### src/rtl/uart_tx_ctrl.sv
// uart_tx_ctrl: UART transmit controller.
// Queues host bytes in a small FIFO and serialises each one as a start bit,
// DATA_BITS data bits (LSB first) and a stop bit. It also holds the external
// free-running baud counter in reset while idle, so that every frame starts
// on a clean bit boundary.
//
// Ports:
//   clk         system clock, rising edge
//   reset       synchronous active-low reset
//   tx_data     byte to send
//   tx_valid    tx_data valid
//   tx_ready    FIFO can accept (push = tx_valid & tx_ready)
//   baud_count  current value of the external baud counter
//   baud_rst_n  synchronous active-low reset to the baud counter (registered)
//   tx          serial output, idle high (registered)
//   busy        frame in progress or FIFO non-empty (registered)
//   fifo_level  number of bytes held in the FIFO
module uart_tx_ctrl #(
    parameter int unsigned BAUD_MAX   = 1301,
    parameter int unsigned DATA_BITS  = 8,
    parameter int unsigned FIFO_DEPTH = 4
) (
    input  logic                          clk,
    input  logic                          reset,
    input  logic [DATA_BITS-1:0]          tx_data,
    input  logic                          tx_valid,
    output logic                          tx_ready,
    input  logic [10:0]                   baud_count,
    output logic                          baud_rst_n,
    output logic                          tx,
    output logic                          busy,
    output logic [$clog2(FIFO_DEPTH):0]   fifo_level
);

    localparam int unsigned CNT_W = 11;
    localparam int unsigned PTR_W = $clog2(FIFO_DEPTH);
    localparam int unsigned LVL_W = PTR_W + 1;
    localparam int unsigned IDX_W = $clog2(DATA_BITS);

    typedef enum logic [1:0] {
        IDLE  = 2'd0,
        START = 2'd1,
        DATA  = 2'd2,
        STOP  = 2'd3
    } state_t;

    state_t               state;
    state_t               state_nxt;
    logic [DATA_BITS-1:0] shift_reg;
    logic [DATA_BITS-1:0] shift_nxt;
    logic [IDX_W-1:0]     bit_idx;
    logic [IDX_W-1:0]     bit_idx_nxt;
    logic                 tx_nxt;
    logic                 baud_rst_n_nxt;

    logic [DATA_BITS-1:0] mem [FIFO_DEPTH];
    logic [PTR_W-1:0]     rd_ptr;
    logic [PTR_W-1:0]     wr_ptr;
    logic [LVL_W-1:0]     level;
    logic [LVL_W-1:0]     level_nxt;
    logic                 push;
    logic                 pop;
    logic                 fifo_empty;
    logic                 bit_end;

    // Only the exact terminal count ends a bit period.
    assign bit_end    = (baud_count == CNT_W'(BAUD_MAX));
    assign fifo_empty = (level == '0);
    assign tx_ready   = reset & (level < LVL_W'(FIFO_DEPTH));
    assign push       = tx_valid & tx_ready;
    assign fifo_level = level;

    // Next-state, pop request and registered-output next values.
    always_comb begin
        state_nxt      = state;
        shift_nxt      = shift_reg;
        bit_idx_nxt    = bit_idx;
        baud_rst_n_nxt = baud_rst_n;
        pop            = 1'b0;

        case (state)
            IDLE: begin
                baud_rst_n_nxt = 1'b0;
                if (!fifo_empty) begin
                    pop            = 1'b1;
                    shift_nxt      = mem[rd_ptr];
                    state_nxt      = START;
                    baud_rst_n_nxt = 1'b1;
                end
            end
            START: begin
                if (bit_end) begin
                    state_nxt   = DATA;
                    bit_idx_nxt = '0;
                end
            end
            DATA: begin
                if (bit_end) begin
                    shift_nxt = shift_reg >> 1;
                    if (bit_idx == IDX_W'(DATA_BITS - 1)) begin
                        state_nxt = STOP;
                    end else begin
                        bit_idx_nxt = bit_idx + IDX_W'(1);
                    end
                end
            end
            STOP: begin
                if (bit_end) begin
                    if (!fifo_empty) begin
                        // Counter wraps on its own here, so no idle gap.
                        pop       = 1'b1;
                        shift_nxt = mem[rd_ptr];
                        state_nxt = START;
                    end else begin
                        state_nxt      = IDLE;
                        baud_rst_n_nxt = 1'b0;
                    end
                end
            end
            default: begin
                state_nxt      = IDLE;
                baud_rst_n_nxt = 1'b0;
            end
        endcase

        // Line level follows the state being entered.
        case (state_nxt)
            START:   tx_nxt = 1'b0;
            DATA:    tx_nxt = shift_nxt[0];
            default: tx_nxt = 1'b1;
        endcase
    end

    // FIFO occupancy after this edge's push/pop.
    always_comb begin
        level_nxt = level;
        if (push && !pop) begin
            level_nxt = level + LVL_W'(1);
        end else if (!push && pop) begin
            level_nxt = level - LVL_W'(1);
        end
    end

    // FSM state and registered outputs.
    always_ff @(posedge clk) begin
        if (!reset) begin
            state      <= IDLE;
            shift_reg  <= '0;
            bit_idx    <= '0;
            tx         <= 1'b1;
            baud_rst_n <= 1'b0;
            busy       <= 1'b0;
        end else begin
            state      <= state_nxt;
            shift_reg  <= shift_nxt;
            bit_idx    <= bit_idx_nxt;
            tx         <= tx_nxt;
            baud_rst_n <= baud_rst_n_nxt;
            busy       <= (state_nxt != IDLE) || (level_nxt != '0);
        end
    end

    // FIFO pointers and level.
    always_ff @(posedge clk) begin
        if (!reset) begin
            rd_ptr <= '0;
            wr_ptr <= '0;
            level  <= '0;
        end else begin
            if (push) begin
                wr_ptr <= wr_ptr + PTR_W'(1);
            end
            if (pop) begin
                rd_ptr <= rd_ptr + PTR_W'(1);
            end
            level <= level_nxt;
        end
    end

    // FIFO storage.
    always_ff @(posedge clk) begin
        if (push) begin
            mem[wr_ptr] <= tx_data;
        end
    end

endmodule

### config.mk
export PLATFORM = sky130hd
export DESIGN_NAME = uart_tx_ctrl
export DESIGN_NICKNAME = d
export VERILOG_FILES = /design/src/rtl/uart_tx_ctrl.sv
export SDC_FILE = /design/constraint.sdc
export NUM_CORES = 1
export LEC_CHECK = 0
export BUFFER_PORTS_ARGS = -buffer_cell sky130_fd_sc_hd__buf_2
export CORE_MARGIN = 3
export CORE_UTILIZATION = 50
export CTS_CLUSTER_DIAMETER = 200
export DETAILED_ROUTE_END_ITERATION = 7
export GPL_TIMING_DRIVEN = 1
export PLACE_DENSITY = 0.73
export SYNTH_ARGS = -nofsm -noshare
export SYNTH_HDL_FRONTEND = slang
export SYNTH_SLANG_ARGS = --single-unit
### constraint.sdc
create_clock -name clk -period 1.8 [get_ports clk]
set_input_delay 0.09 -clock clk [delete_from_list [all_inputs] [get_ports clk]]
set_output_delay 0.09 -clock clk [all_outputs]
set_load 0.1 [all_outputs]
==> impl_results.md <==
* I/O pins at 29
* Crit path depth at 7
* Syn-to-layout area delta at 25.05%
* Worst R2R Path Depth at 7
* Worst r2r dst: tx
* Max Freq at 576.1 MHz
* Hold_sp: tx_valid
* Hold Slack at approximately 0.25 ns
* Maximum vdd drop at 854.7 uV
* Period utilization at between 90% and 100%
* CTS tree: done
* Layout cells sized above 1 at around a third
* Fin crit period at 1.736 ns
* Routability Congestion at a little under 0.9
* Crit path required time at approximately 2 ns
* Status: completed
* Final WS setup at roughly 0.064 ns
* Final wirelength at just under 5000 um
* Buf/Inv on CP at 1
* FFs w/ async S/R, synth at 0%
* Startpoint Class: register
* Worst path arrival time at approximately 2.0 ns
* Finish-stage setup viols at 0
* # nets final at slightly above 300
* Global-route wire length before repair at between 8000 and 9000 um
* Mapped Cells at between 200 and 250
* Synth Register Bits at 57
* Cell area after layout at approximately 0.0034 mm2
* Total power at approximately 5300 uW
* Reg2reg start: state[0]
* Place WS at about 0.011 ns
* Initial drt markers at roughly 130
* TritonRoute pass-1 iters at 4
* Total CTS buffers at 9
* Crit path max-delay family: compound AO/OA/AOI/OAI gates
* Max incr delay on CP at 0.33 ns
* Worst Hold End: fifo_level[2]
* Initial Util at a little over half
* CP Cell Sequence: ha_1 -> buf_4 -> o21ai_0 -> o211ai_1 -> a211o_1 -> nor3_2 -> o21ai_1
* Total gr overflow at 0
* Cell variety after synth at 45
* Clock tree root buffer cell: clkbuf_8
* Post-Syn Area at around 0.0027 mm2
* # port buffers at 28
* Die height at 79.66 um
* Synth Net Count at about 260
* Pin count of the biggest net entering global routing at 12
* # fillers at between 300 and 400
* Placed inst area at about 0.0030 mm2
* Largest register FFs at 32
* Overall routing resource usage at between 15 and 20%
* Register area share after synthesis at between 50 and 60%
* Crit path launch: state[0]
* HP Class: in -> reg
* Die Wd at between 70 and 80 um
* Setup TNS at 0 ns
* Pleak at about 0.0013 uW
* Syn_area_per_cell at 12.44 um2
* Synth warn at 0
* Clk_lat worst skew at about 0.33 ns
* Core Rows at 26
* Clk slew on worst S/H paths at 0.06 ns
* Worst Setup End Kind: register
* Via count at 1839
* Most frequent cells in the layout: edfxtp_1, buf_2, nor2_1
* H-tree levels at 3
* Post-route DRC at 0
* Max FO, Critical Path at 8
* CTS max path bufs at 2
* Antenna violations before repair at 0
* CP max stage cell: dfxtp_1
* Vias in the first global route at around 1800
* Commonest non-fill, non-tap cell in the layout: edfxtp_1
* Num Clock Sinks at 57
* Routed vias/inst at 5.300
* Dpl hpwl at between 3000 and 4000 um
* Antenna Cells at 0
* Final slew viol count at 0
* Unrepaired setup endpoints after global routing: true
* Routed Antenna Nets at 0
* Hold path cells at 5
* Number of flops mapped to enable cells by yosys at 32
* Reg2reg setup slack at between 0.06 and 0.07 ns
* Post-DR wirelength/cell at roughly 14 um
* P per Cell Area at ~1500 mW/mm2
* Clk_skew at 0.007213 ns
* Final count of hold timing violations at 0
* Die ar. at approximately 0.0063 mm2
* Kind of critical path: reg -> reg
* Core ar. at 0.005172 mm2
* Max Cap Violations at 0
* Worst Max-Slew Pin Slew at 0.4868 ns
* Top_reg_cell synth: edfxtp_1
* Slew headroom at approximately two thirds
[area by class of cell]
type / instances / area (um2) / share of cell area (%)
Sequential cell: 57 / 1474 / 43.45
Multi-Input combinational cell: 144 / 1214 / 35.78
Timing Repair Buffer: 53 / 350.3 / 10.33
Clock buffer: 9 / 123.9 / 3.652
Clock inverter: 6 / 107.6 / 3.172
Tap cell: 70 / 87.58 / 2.582
Inverter: 8 / 35.03 / 1.033
[what timing repair did]
item	in CTS	in global routing
endpoints found under the setup margin	0	3
endpoints found under the hold margin	33	0
setup buffers	0	1
gates resized for setup	0	9
hold buffers	9	0
[Yosys cell counts (2+ instances only)]
cell type   n  area [um2]
and2_1      7       43.79
o211ai_1    4       30.03
inv_1       7       26.28
xnor2_1     4       35.03
edfxtp_1   32       960.9
dfxtp_1    25       500.5
nand2_1     9       33.78
nor3_1      6       30.03
nor2b_1     2       12.51
and3_1      5       31.28
o2bb2ai_1   6       52.55
o21ai_0     9       45.04
a22o_1      2       17.52
mux4_2      8       180.2
nor2_1     23       86.33
a21oi_1     5       25.02
clkbuf_1    4       15.01
buf_2       3       15.01
ha_1       15       187.7
and4bb_2    2       25.02
a22oi_1     8       60.06
mux2i_1     7       70.07
nand3_1     3       15.01
[layer usage]
metal / vias to the layer above / share of wire (%) / track usage, % / routed length (um)
li1: 928 / - / - / -
met1: 859 / 44 / 20.86 / 2154
met2: 41 / 50 / 29.30 / 2460
met3: 11 / 4.0 / 3.612 / 197
met4: 0 / 2.7 / 9.794 / 134
met5: - / 0 / 0 / 0
[logic make-up (layout without fill, tap and decap cells)]
group | count (synthesis) | after routing | synth area share (%)
simple gates | 64 | 64 | 12.78
flops | 57 | 57 | 53.87
compound gates | 45 | 45 | 12.68
buf+inv | 17 | 76 | 2.905
fa+ha+maj | 15 | 15 | 6.919
mux | 15 | 15 | 9.225
xor+xnor | 5 | 5 | 1.614
[per-stage QoR]
| stage | util [%] | std cells |
|---|---|---|
| detailed placement | 58.83 | 322 |
| global route | 65.58 | 347 |
| floorplan | - | 218 |
| CTS | 65.05 | 346 |
| finish | 65.58 | 347 |
| global placement | 58.83 | 322 |
[report_power, final]
group          total, uW  leakage (uW)  internal [uW]  switching (uW)
clock               1390      0.000117            906             481
sequential          1730      0.000498           1590             135
combinational       2140      0.000682            842            1300
[worst register-to-register path: cells and delay by family, from the launching register on]
kind	cells	cell delay (ns)
AO/OA/AOI/OAI	4	0.72
adder cells (fa/ha/maj)	1	0.25
AND/OR/NAND/NOR	1	0.17
flip-flops	1	0.33
buffers and inverters	1	0.18
[worst max-delay path by stage]
stage	slack, ns	endpoint
after floorplan	-0.09	busy
after global placement	0.08	busy
after detailed placement	0.01	busy
after CTS	0.009	busy
after global routing	-0.03	tx
final	0.06	tx
No activity file was read; power rests on OpenSTA's default activity.
